<file path="src/rtl/serial_bit_tx.sv">
// ---------------------------------------------------------------------------
// serial_bit_tx
//
// Purpose:
//   Serialises one DATA_W-bit word per frame onto a single line that idles
//   high. Frame format: start bit (0), DATA_W data bits LSB first, one even
//   parity bit, stop bit (1). Every bit is held for CLKS_PER_BIT clocks.
//   All outputs come straight from flops; nothing combinational reaches a
//   port.
//
// Parameters:
//   CLKS_PER_BIT - clocks per serial bit (>= 1)
//   DATA_W       - payload width in bits (>= 1)
//
// Ports:
//   clk      in   clock, rising-edge
//   reset    in   asynchronous, active-high reset
//   tx_data  in   word to send, captured only on the accepting edge
//   tx_valid in   tx_data holds a word to send
//   tx_ready out  high only while idle; an edge with tx_valid & tx_ready
//                 accepts the word
//   sout     out  serial line, idle high
//   busy     out  frame in progress (always the inverse of tx_ready)
//   done     out  one-cycle pulse in the cycle after the frame's last edge
// ---------------------------------------------------------------------------
module serial_bit_tx #(
    parameter int CLKS_PER_BIT = 4,
    parameter int DATA_W       = 8
) (
    input  logic              clk,
    input  logic              reset,
    input  logic [DATA_W-1:0] tx_data,
    input  logic              tx_valid,
    output logic              tx_ready,
    output logic              sout,
    output logic              busy,
    output logic              done
);

    // A one-cycle bit needs no counting, but a zero-width vector is not
    // legal, so the cycle counter keeps at least one bit.
    localparam int CNT_W = (CLKS_PER_BIT > 1) ? $clog2(CLKS_PER_BIT) : 1;
    localparam int BIT_W = $clog2(DATA_W) + 1;

    localparam logic [CNT_W-1:0] CNT_LAST = CNT_W'(CLKS_PER_BIT - 1);
    localparam logic [BIT_W-1:0] BIT_LAST = BIT_W'(DATA_W - 1);

    typedef enum logic [2:0] {
        IDLE   = 3'd0,
        START  = 3'd1,
        DATA   = 3'd2,
        PARITY = 3'd3,
        STOP   = 3'd4
    } state_t;

    state_t            state_q,    state_d;
    logic [CNT_W-1:0]  cnt_q,      cnt_d;
    logic [BIT_W-1:0]  bit_cnt_q,  bit_cnt_d;
    logic [DATA_W-1:0] shift_q,    shift_d;
    logic              parity_q,   parity_d;
    logic              sout_q,     sout_d;
    logic              tx_ready_q, tx_ready_d;
    logic              busy_q,     busy_d;
    logic              done_q,     done_d;

    logic              bit_end;

    // Last clock of the bit currently on the line.
    assign bit_end = (cnt_q == CNT_LAST);

    always_comb begin
        state_d    = state_q;
        cnt_d      = cnt_q;
        bit_cnt_d  = bit_cnt_q;
        shift_d    = shift_q;
        parity_d   = parity_q;
        sout_d     = sout_q;
        tx_ready_d = tx_ready_q;
        busy_d     = busy_q;
        done_d     = 1'b0;

        case (state_q)
            IDLE: begin
                sout_d     = 1'b1;
                tx_ready_d = 1'b1;
                busy_d     = 1'b0;
                cnt_d      = '0;
                bit_cnt_d  = '0;
                if (tx_valid && tx_ready_q) begin
                    // The start bit goes out in the very next cycle, so the
                    // line is driven low from this edge on.
                    state_d    = START;
                    shift_d    = tx_data;
                    parity_d   = ^tx_data;
                    sout_d     = 1'b0;
                    tx_ready_d = 1'b0;
                    busy_d     = 1'b1;
                end
            end

            START: begin
                if (bit_end) begin
                    state_d   = DATA;
                    cnt_d     = '0;
                    bit_cnt_d = '0;
                    sout_d    = shift_q[0];
                    shift_d   = shift_q >> 1;
                end else begin
                    cnt_d = cnt_q + CNT_W'(1);
                end
            end

            DATA: begin
                if (bit_end) begin
                    cnt_d = '0;
                    if (bit_cnt_q == BIT_LAST) begin
                        state_d = PARITY;
                        sout_d  = parity_q;
                    end else begin
                        bit_cnt_d = bit_cnt_q + BIT_W'(1);
                        sout_d    = shift_q[0];
                        shift_d   = shift_q >> 1;
                    end
                end else begin
                    cnt_d = cnt_q + CNT_W'(1);
                end
            end

            PARITY: begin
                if (bit_end) begin
                    state_d = STOP;
                    cnt_d   = '0;
                    sout_d  = 1'b1;
                end else begin
                    cnt_d = cnt_q + CNT_W'(1);
                end
            end

            STOP: begin
                if (bit_end) begin
                    state_d    = IDLE;
                    cnt_d      = '0;
                    sout_d     = 1'b1;
                    tx_ready_d = 1'b1;
                    busy_d     = 1'b0;
                    done_d     = 1'b1;
                end else begin
                    cnt_d = cnt_q + CNT_W'(1);
                end
            end

            default: begin
                // Corrupted state register: fall back to a clean idle line.
                state_d    = IDLE;
                cnt_d      = '0;
                bit_cnt_d  = '0;
                sout_d     = 1'b1;
                tx_ready_d = 1'b1;
                busy_d     = 1'b0;
            end
        endcase
    end

    always_ff @(posedge clk or posedge reset) begin
        if (reset) begin
            state_q    <= IDLE;
            cnt_q      <= '0;
            bit_cnt_q  <= '0;
            shift_q    <= '0;
            parity_q   <= 1'b0;
            sout_q     <= 1'b1;
            tx_ready_q <= 1'b1;
            busy_q     <= 1'b0;
            done_q     <= 1'b0;
        end else begin
            state_q    <= state_d;
            cnt_q      <= cnt_d;
            bit_cnt_q  <= bit_cnt_d;
            shift_q    <= shift_d;
            parity_q   <= parity_d;
            sout_q     <= sout_d;
            tx_ready_q <= tx_ready_d;
            busy_q     <= busy_d;
            done_q     <= done_d;
        end
    end

    assign sout     = sout_q;
    assign tx_ready = tx_ready_q;
    assign busy     = busy_q;
    assign done     = done_q;

endmodule

</file>
<file path="config.mk">
export PLATFORM = sky130hd
export DESIGN_NAME = serial_bit_tx
export DESIGN_NICKNAME = d
export VERILOG_FILES = /design/src/rtl/serial_bit_tx.sv
export SDC_FILE = /design/constraint.sdc
export NUM_CORES = 1
export LEC_CHECK = 0
export CAP_MARGIN = 20
export CORE_ASPECT_RATIO = 1.75
export CORE_MARGIN = 2
export CORE_UTILIZATION = 36
export DETAILED_ROUTE_END_ITERATION = 10
export GPL_ROUTABILITY_DRIVEN = 0
export PLACE_DENSITY = 0.65
export SETUP_SLACK_MARGIN = 0.4
export SLEW_MARGIN = 10
export SYNTH_ARGS = -nofsm -noshare
export SYNTH_HDL_FRONTEND = slang
export SYNTH_SLANG_ARGS = --single-unit
export TNS_END_PERCENT = 20
</file>
<file path="constraint.sdc">
create_clock -name clk -period 4.3 [get_ports clk]
set_input_delay 0.86 -clock clk [delete_from_list [all_inputs] [get_ports clk]]
set_output_delay 0.86 -clock clk [all_outputs]
set_load 0.005 [all_outputs]
</file>
==> results of run 1 <==
power breakdown:
part,leakage (nW),internal (mW),switching [mW]
registers,0.274,0.294,0.0771
logic,0.324,0.253,0.199
clock network,0.0288,0.0816,0.0664
layout by cell type, fill, tap and decap left out, drive strengths merged, types with 4 or more instances in the layout:
master and instances:
a21oi 4, o21ai 6, xnor2 7, mux2 16
nand2 5, clkdlybuf4s50 14, dfrtp 20, clkbuf 4
nor2 7, inv 4, nand2b 4
path summary, 6_finish.rpt:
kind                                        start                endpoint  slack, ns
setup reg to reg           state_q[0]$_DFFE_PP0P_  shift_q[1]$_DFFE_PP0P_       2.30
hold reg to reg                cnt_q[0]$_DFF_PP0_      cnt_q[0]$_DFF_PP0_       0.45
min in group asynchronous                   reset  shift_q[1]$_DFFE_PP0P_       1.07
max in group asynchronous                   reset  state_q[0]$_DFFE_PP0P_       2.71
hold / removal                 cnt_q[0]$_DFF_PP0_      cnt_q[0]$_DFF_PP0_       0.45
setup / recovery                         tx_valid  shift_q[2]$_DFFE_PP0P_       2.00
routing by layer:
metal	GRT usage	wire length (microns)	vias to the layer above
li1	-	-	420
met3	0.01619	53	5
met2	0.2616	1278	17
met1	0.1207	828	413
met4	0.06000	46	0
met5	0	0	-
registers in the layout, indices dropped and copies added, names as in the netlist:
register,cells
state_q,3
shift_q,8
bit_cnt_q,4
sout,1
tx_ready,1
cnt_q,2
busy,1
done,1
parity_q,1
through the flow:
| stage | area, sq um | util | hold slack (ns) | worst slack, ns |
|---|---|---|---|---|
| after global placement | 1429 | 0.4249 | 0.4279 | 1.764 |
| after global routing | 1484 | 0.4412 | 0.4764 | 1.892 |
| after floorplan | 1262 | - | 0.4150 | 2.323 |
| after detailed placement | 1429 | 0.4249 | 0.4415 | 1.704 |
| final | 1484 | 0.4412 | 0.4488 | 1.997 |
| after CTS | 1484 | 0.4412 | 0.4520 | 1.974 |
cells in the mapped netlist, types with 2 or more instances:
cell      instances
a21oi_1           2
inv_1             4
xor2_1            2
nor2b_1           2
xnor2_1           7
nand3_1           3
nand2_1           5
buf_6             2
ha_1              2
a22o_1            2
a21o_1            2
dfrtp_1          20
a21oi_2           2
o21ai_0           6
nor2_1            7
mux2_2           16
nand2b_1          3
nand3b_1          2
dfstp_2           2
area by class of cell:
class | count | area [sq um]
Fill cell | 353 | 1879
Multi-Input combinational cell | 80 | 664.4
Sequential cell | 22 | 553.0
Timing Repair Buffer | 14 | 140.1
Tap cell | 45 | 56.30
Clock buffer | 4 | 55.05
Inverter | 4 | 15.01
logic make-up after synthesis:
family                     Yosys count  share of synthesized area
buffers and inverters                7                    0.03568
adders and majority gates            2                    0.01982
muxes                               16                     0.1427
xor gates and xnor gates             9                    0.06244
and+or+nand+nor                     32                     0.1625
DFF                                 22                     0.4381
AOI/OAI and AO/OA                   21                     0.1388
worst max-delay path: cells and delay by family:
kind	cells	cell delay, ns
buf+inv	1	0.46
compound gates	1	0.33
mux	1	0.38
simple gates	2	0.43
==> flow_summary.toml, run 1 <==
[power_and_ir_drop]
p_leak_nw = 0.6270
peakVddDrop_mv = 0.3025
total_power_mw = 0.9717
powerDensity_nw_per_um2 = 654.8

[sta]
fmax_mhz = 434.1
finalSetupViolations = 0
drv_slew = 0
period_minus_slack_ns = 2.303
tightestPinTransition_ns = 0.8426
max_slew_margin = 0.4377
hold_violations = 0
tns_ns = 0
finClkSkew_ns = 0.0007617
post-route-period-util = 0.5357
rsz0062_at_grt = "false"

[drt]
vias_per_cell = 5.059
vias = 855
drtAntennaViolNets = 0
first_pass_iters = 4
avgRoutedWirePerCell_microns = 13.06
wl_microns = 2207
initialDrtViolationCount = 14
drcViolationCount = 0

[logic_synthesis]
syn_avg_cell_area_sq_um = 11.58
synth_area_leaders = "dfrtp_1, mux2_2, xnor2_1"
ys_warn_count = 0
synthArstFlopShare = 1.000
synth-main-ff-cell = "dfrtp_1"
postSynthCellCount = 109
syn_nets = 122
synth_edf_count = 0
synth_area_sq_um = 1262
synth_area_leader_cell = "dfrtp_1"
ys_types = 37
synth_seq_cells = 22
synth_top_area_frac = 0.3964
yosysSeqAreaShare = 0.4381

[cts]
clock_path_buffers = 2
h-tree-depth = 1
post_cts_buffers = 0
cts_resized = 0
cts_buffers = 3
cts_root_buffer = "clkbuf_8"
path_clk_slew_ns = 0.08
tritoncts = "built"
cts.sinks = 22
clk_latency_ns = 0.26
hold_buffers = 0

[grt]
track_usage = 0.1265
grt_pass1_vias = 882
grt_pass1_wl_microns = 3891
antenna_found_initial = 0
grt_overflow = 0
grt_max_degree = 23

[min_path]
min_path_type = "reg2reg"
hold_depth = 1

[worst_setup_path]
endpoint_kind = "flip-flop"
setup.worst_path.class = "in2reg"
rr_worst_depth = 4
cp_max_fo = 8
crit_arrival_ns = 2.45
cp_cell_sequence = "clkdlybuf4s50_1, nand2_1, nor4_4, a2bb2oi_4, mux2_2"
slowest_stage = "clkdlybuf4s50_1"
critPathRequiredTime_ns = 4.45
slowest_delay_ns = 0.46
startpoint_type = "input pin"

[cells_and_area]
nNetsFinal = 138
area_growth_pct = 17.54
n_antenna_cell = 0
layout.cells.non_filler = 169
drive_above_1_share = 0.2500

[run]
drv_cap = 0

[die]
coreArea_sq_um = 3363
io_pins = 15
die_h_microns = 82.34
initial_core_util = 0.3754
die-area_sq_um = 4015
dieWidth_microns = 48.77
rows = 28

[place]
portBuffers = 14
dpl.hpwl_microns = 1739
dp.cells = 165

[status]
status = "finished, final reports clean"
(Power assumes the default switching activity.)
==> inputs of run 2 (changes only) <==
Settings changed: PLACE_DENSITY 0.65 to 0.67.
Clock period 4.3 ns to 2.1 ns, I/O delays scaled along.
==> run 2 against run 1 <==
Combinational power rose to 2.6 times the previous value. Routed wire length rose by 12%. Setup slack got worse by 1.6 ns. Final cell count rose by 5.3%. Via count rose by 4.7%. Register-to-register slack got worse by 1.9 ns. Clock-buffer cell count did not move. Hold slack improved by 0.033 ns. Cell area rose by 9.0%. Critical path depth did not move. Total power rose by 130%. Clock skew rose by 0.0023 ns.
==> flow_summary.toml, run 2 (same netlist as run 1, synthesis figures left out) <==
[cts]
h-tree-depth = 1
cts_buffers = 3
path_clk_slew_ns = 0.08
cts.sinks = 22
clock_path_buffers = 2
clk_latency_ns = 0.26
tritoncts = "built"
cts_root_buffer = "clkbuf_8"

[cells_and_area]
largest_register_ffs = 8
layout.cells.non_filler = 178
n_antenna_cell = 0
reg_top3 = "shift_q x8, bit_cnt_q x4, state_q x3"
final_common_cell = "dfrtp_1"
final_cell_mix = "dfrtp_1, mux2_2, clkdlybuf4s50_1"
nNetsFinal = 147
fill_cells = 342
drive_above_1_share = 0.3459
area_growth_pct = 28.15
largest_register = "shift_q"

[power_and_ir_drop]
switching_share = 0.3498
combPwrFrac = 0.527
p_seq_frac = 0.337
powerDensity_nw_per_um2 = 1398
p_leak_nw = 0.6851
pwr-share-clk = 0.136
intPower_mw = 1.471
power_switching_mw = 0.7914
peakVddDrop_mv = 0.7928

[sta]
rsz0062_at_grt = "true"
tightestPinTransition_ns = 0.3807
finClkSkew_ns = 0.003033
max_slew_margin = 0.7462
tns_ns = 0
hold_violations = 0
post-route-period-util = 0.8186
fmax_mhz = 581.7
period_minus_slack_ns = 1.719
drv_slew = 0
finalSetupViolations = 0

[worst_setup_path]
endpoint_kind = "flip-flop"
crit_arrival_ns = 1.88
slowest_delay_ns = 0.49
critPathRequiredTime_ns = 2.26
r2r_setup_slack_ns = 0.38
rr_worst_depth = 5
cp_max_fo = 6
cp.buffers_inverters = 1
r2r-end = "bit_cnt_q[3]$_DFFE_PP0P_"
slowest_stage = "dfrtp_2"
r2r-start = "state_q[1]$_DFFE_PP0P_"
setup.worst_path.class = "reg2reg"
crit_top_cell = "a22o_1"
cp_cell_sequence = "buf_4, or2b_1, a22o_1, or2_4, a22o_1"
startpoint_type = "flip-flop"
cp_top_family = "flip-flops"

[drt]
initialDrtViolationCount = 11
vias = 895
drcViolationCount = 0
drtAntennaViolNets = 0
wl_microns = 2469
avgRoutedWirePerCell_microns = 13.87
vias_per_cell = 5.028
first_pass_iters = 3

[die]
io_pins = 15
dieWidth_microns = 48.77
die_h_microns = 82.34
die-area_sq_um = 4015
rows = 28
coreArea_sq_um = 3363
initial_core_util = 0.3754

[grt]
track_usage = 0.1380
grt_overflow = 0
grt_max_degree = 23
antenna_found_initial = 0
grt_pass1_wl_microns = 4257
grt_pass1_vias = 989

[min_path]
min_path_type = "reg2reg"
hold_depth = 2
hold_start = "tx_ready$_DFFE_PP1P_"
worstHoldEndpoint = "tx_ready$_DFFE_PP1P_"

[place]
dp.cells = 167
dpl.hpwl_microns = 1816
portBuffers = 14

[run]
drv_cap = 0

[status]
status = "finished, final reports clean"
## run 2: per-stage QoR
| stage | utilization | worst slack (ns) | total power [mW] | area (sq um) | hold WS [ns] |
|---|---|---|---|---|---|
| final | 0.4810 | 0.3809 | 2.262 | 1618 | 0.4818 |
| after global routing | 0.4810 | 0.3306 | 2.428 | 1618 | 0.5029 |
| after CTS | 0.4803 | 0.3737 | 2.274 | 1615 | 0.4811 |
| after detailed placement | 0.4315 | 0.06428 | 1.740 | 1451 | 0.4545 |
| after floorplan | - | 0.4177 | 1.534 | 1270 | 0.4077 |
| after global placement | 0.4315 | 0.1147 | 1.685 | 1451 | 0.4273 |
## run 2: layout make-up
class	instances	area (sq um)	share of cell area
Multi-Input combinational cell	80	715.7	0.4424
Sequential cell	22	556.8	0.3442
Timing Repair Buffer	23	219.0	0.1353
Tap cell	45	56.30	0.03480
Clock buffer	4	55.05	0.03403
Inverter	4	15.01	0.009281
## run 2: worst reg2reg max path, delay by kind of cell (launching register included)
family                 cells  cell delay (ns)
and+or+nand+nor            2             0.49
AOI/OAI and AO/OA          2             0.46
DFF                        1             0.49
buffers and inverters      1             0.17
## run 2: worst max-delay path by stage
| stage | cells after the start | slack [ns] | end | start |
|---|---|---|---|---|
| after CTS | 1 | 0.37 | sout | sout$_DFFE_PP1P_ |
| final | 5 | 0.38 | bit_cnt_q[3]$_DFFE_PP0P_ | state_q[1]$_DFFE_PP0P_ |
| after detailed placement | 5 | 0.06 | shift_q[6]$_DFFE_PP0P_ | tx_valid |
| after global routing | 6 | 0.33 | shift_q[5]$_DFFE_PP0P_ | tx_valid |
| after floorplan | 5 | 0.42 | shift_q[0]$_DFFE_PP0P_ | state_q[0]$_DFFE_PP0P_ |
| after global placement | 5 | 0.11 | shift_q[2]$_DFFE_PP0P_ | tx_valid |
## run 2: repair_timing
action	CTS	global route
hold buffers	0	0
setup buffers	7	0
gates resized for setup	12	1
setup endpoints to repair	14	14
pin swaps	3	0
## run 2: power groups by stage
stage / Clock, mW / Combinational [mW] / Sequential (mW)
2_1_floorplan: 0 / 0.853 / 0.681
3_3_place_gp: 0 / 0.924 / 0.760
3_5_place_dp: 0 / 0.964 / 0.776
4_1_cts: 0.313 / 1.20 / 0.760
5_1_grt: 0.330 / 1.31 / 0.784
6_report: 0.308 / 1.19 / 0.762
## run 2: per-layer routing
layer | vias to the layer above | GRT usage | share of wire
li1 | 434 | - | -
met1 | 443 | 0.1354 | 0.39
met2 | 13 | 0.2849 | 0.57
met3 | 5 | 0.02158 | 0.020
met4 | 0 | 0.05143 | 0.016
met5 | - | 0 | 0
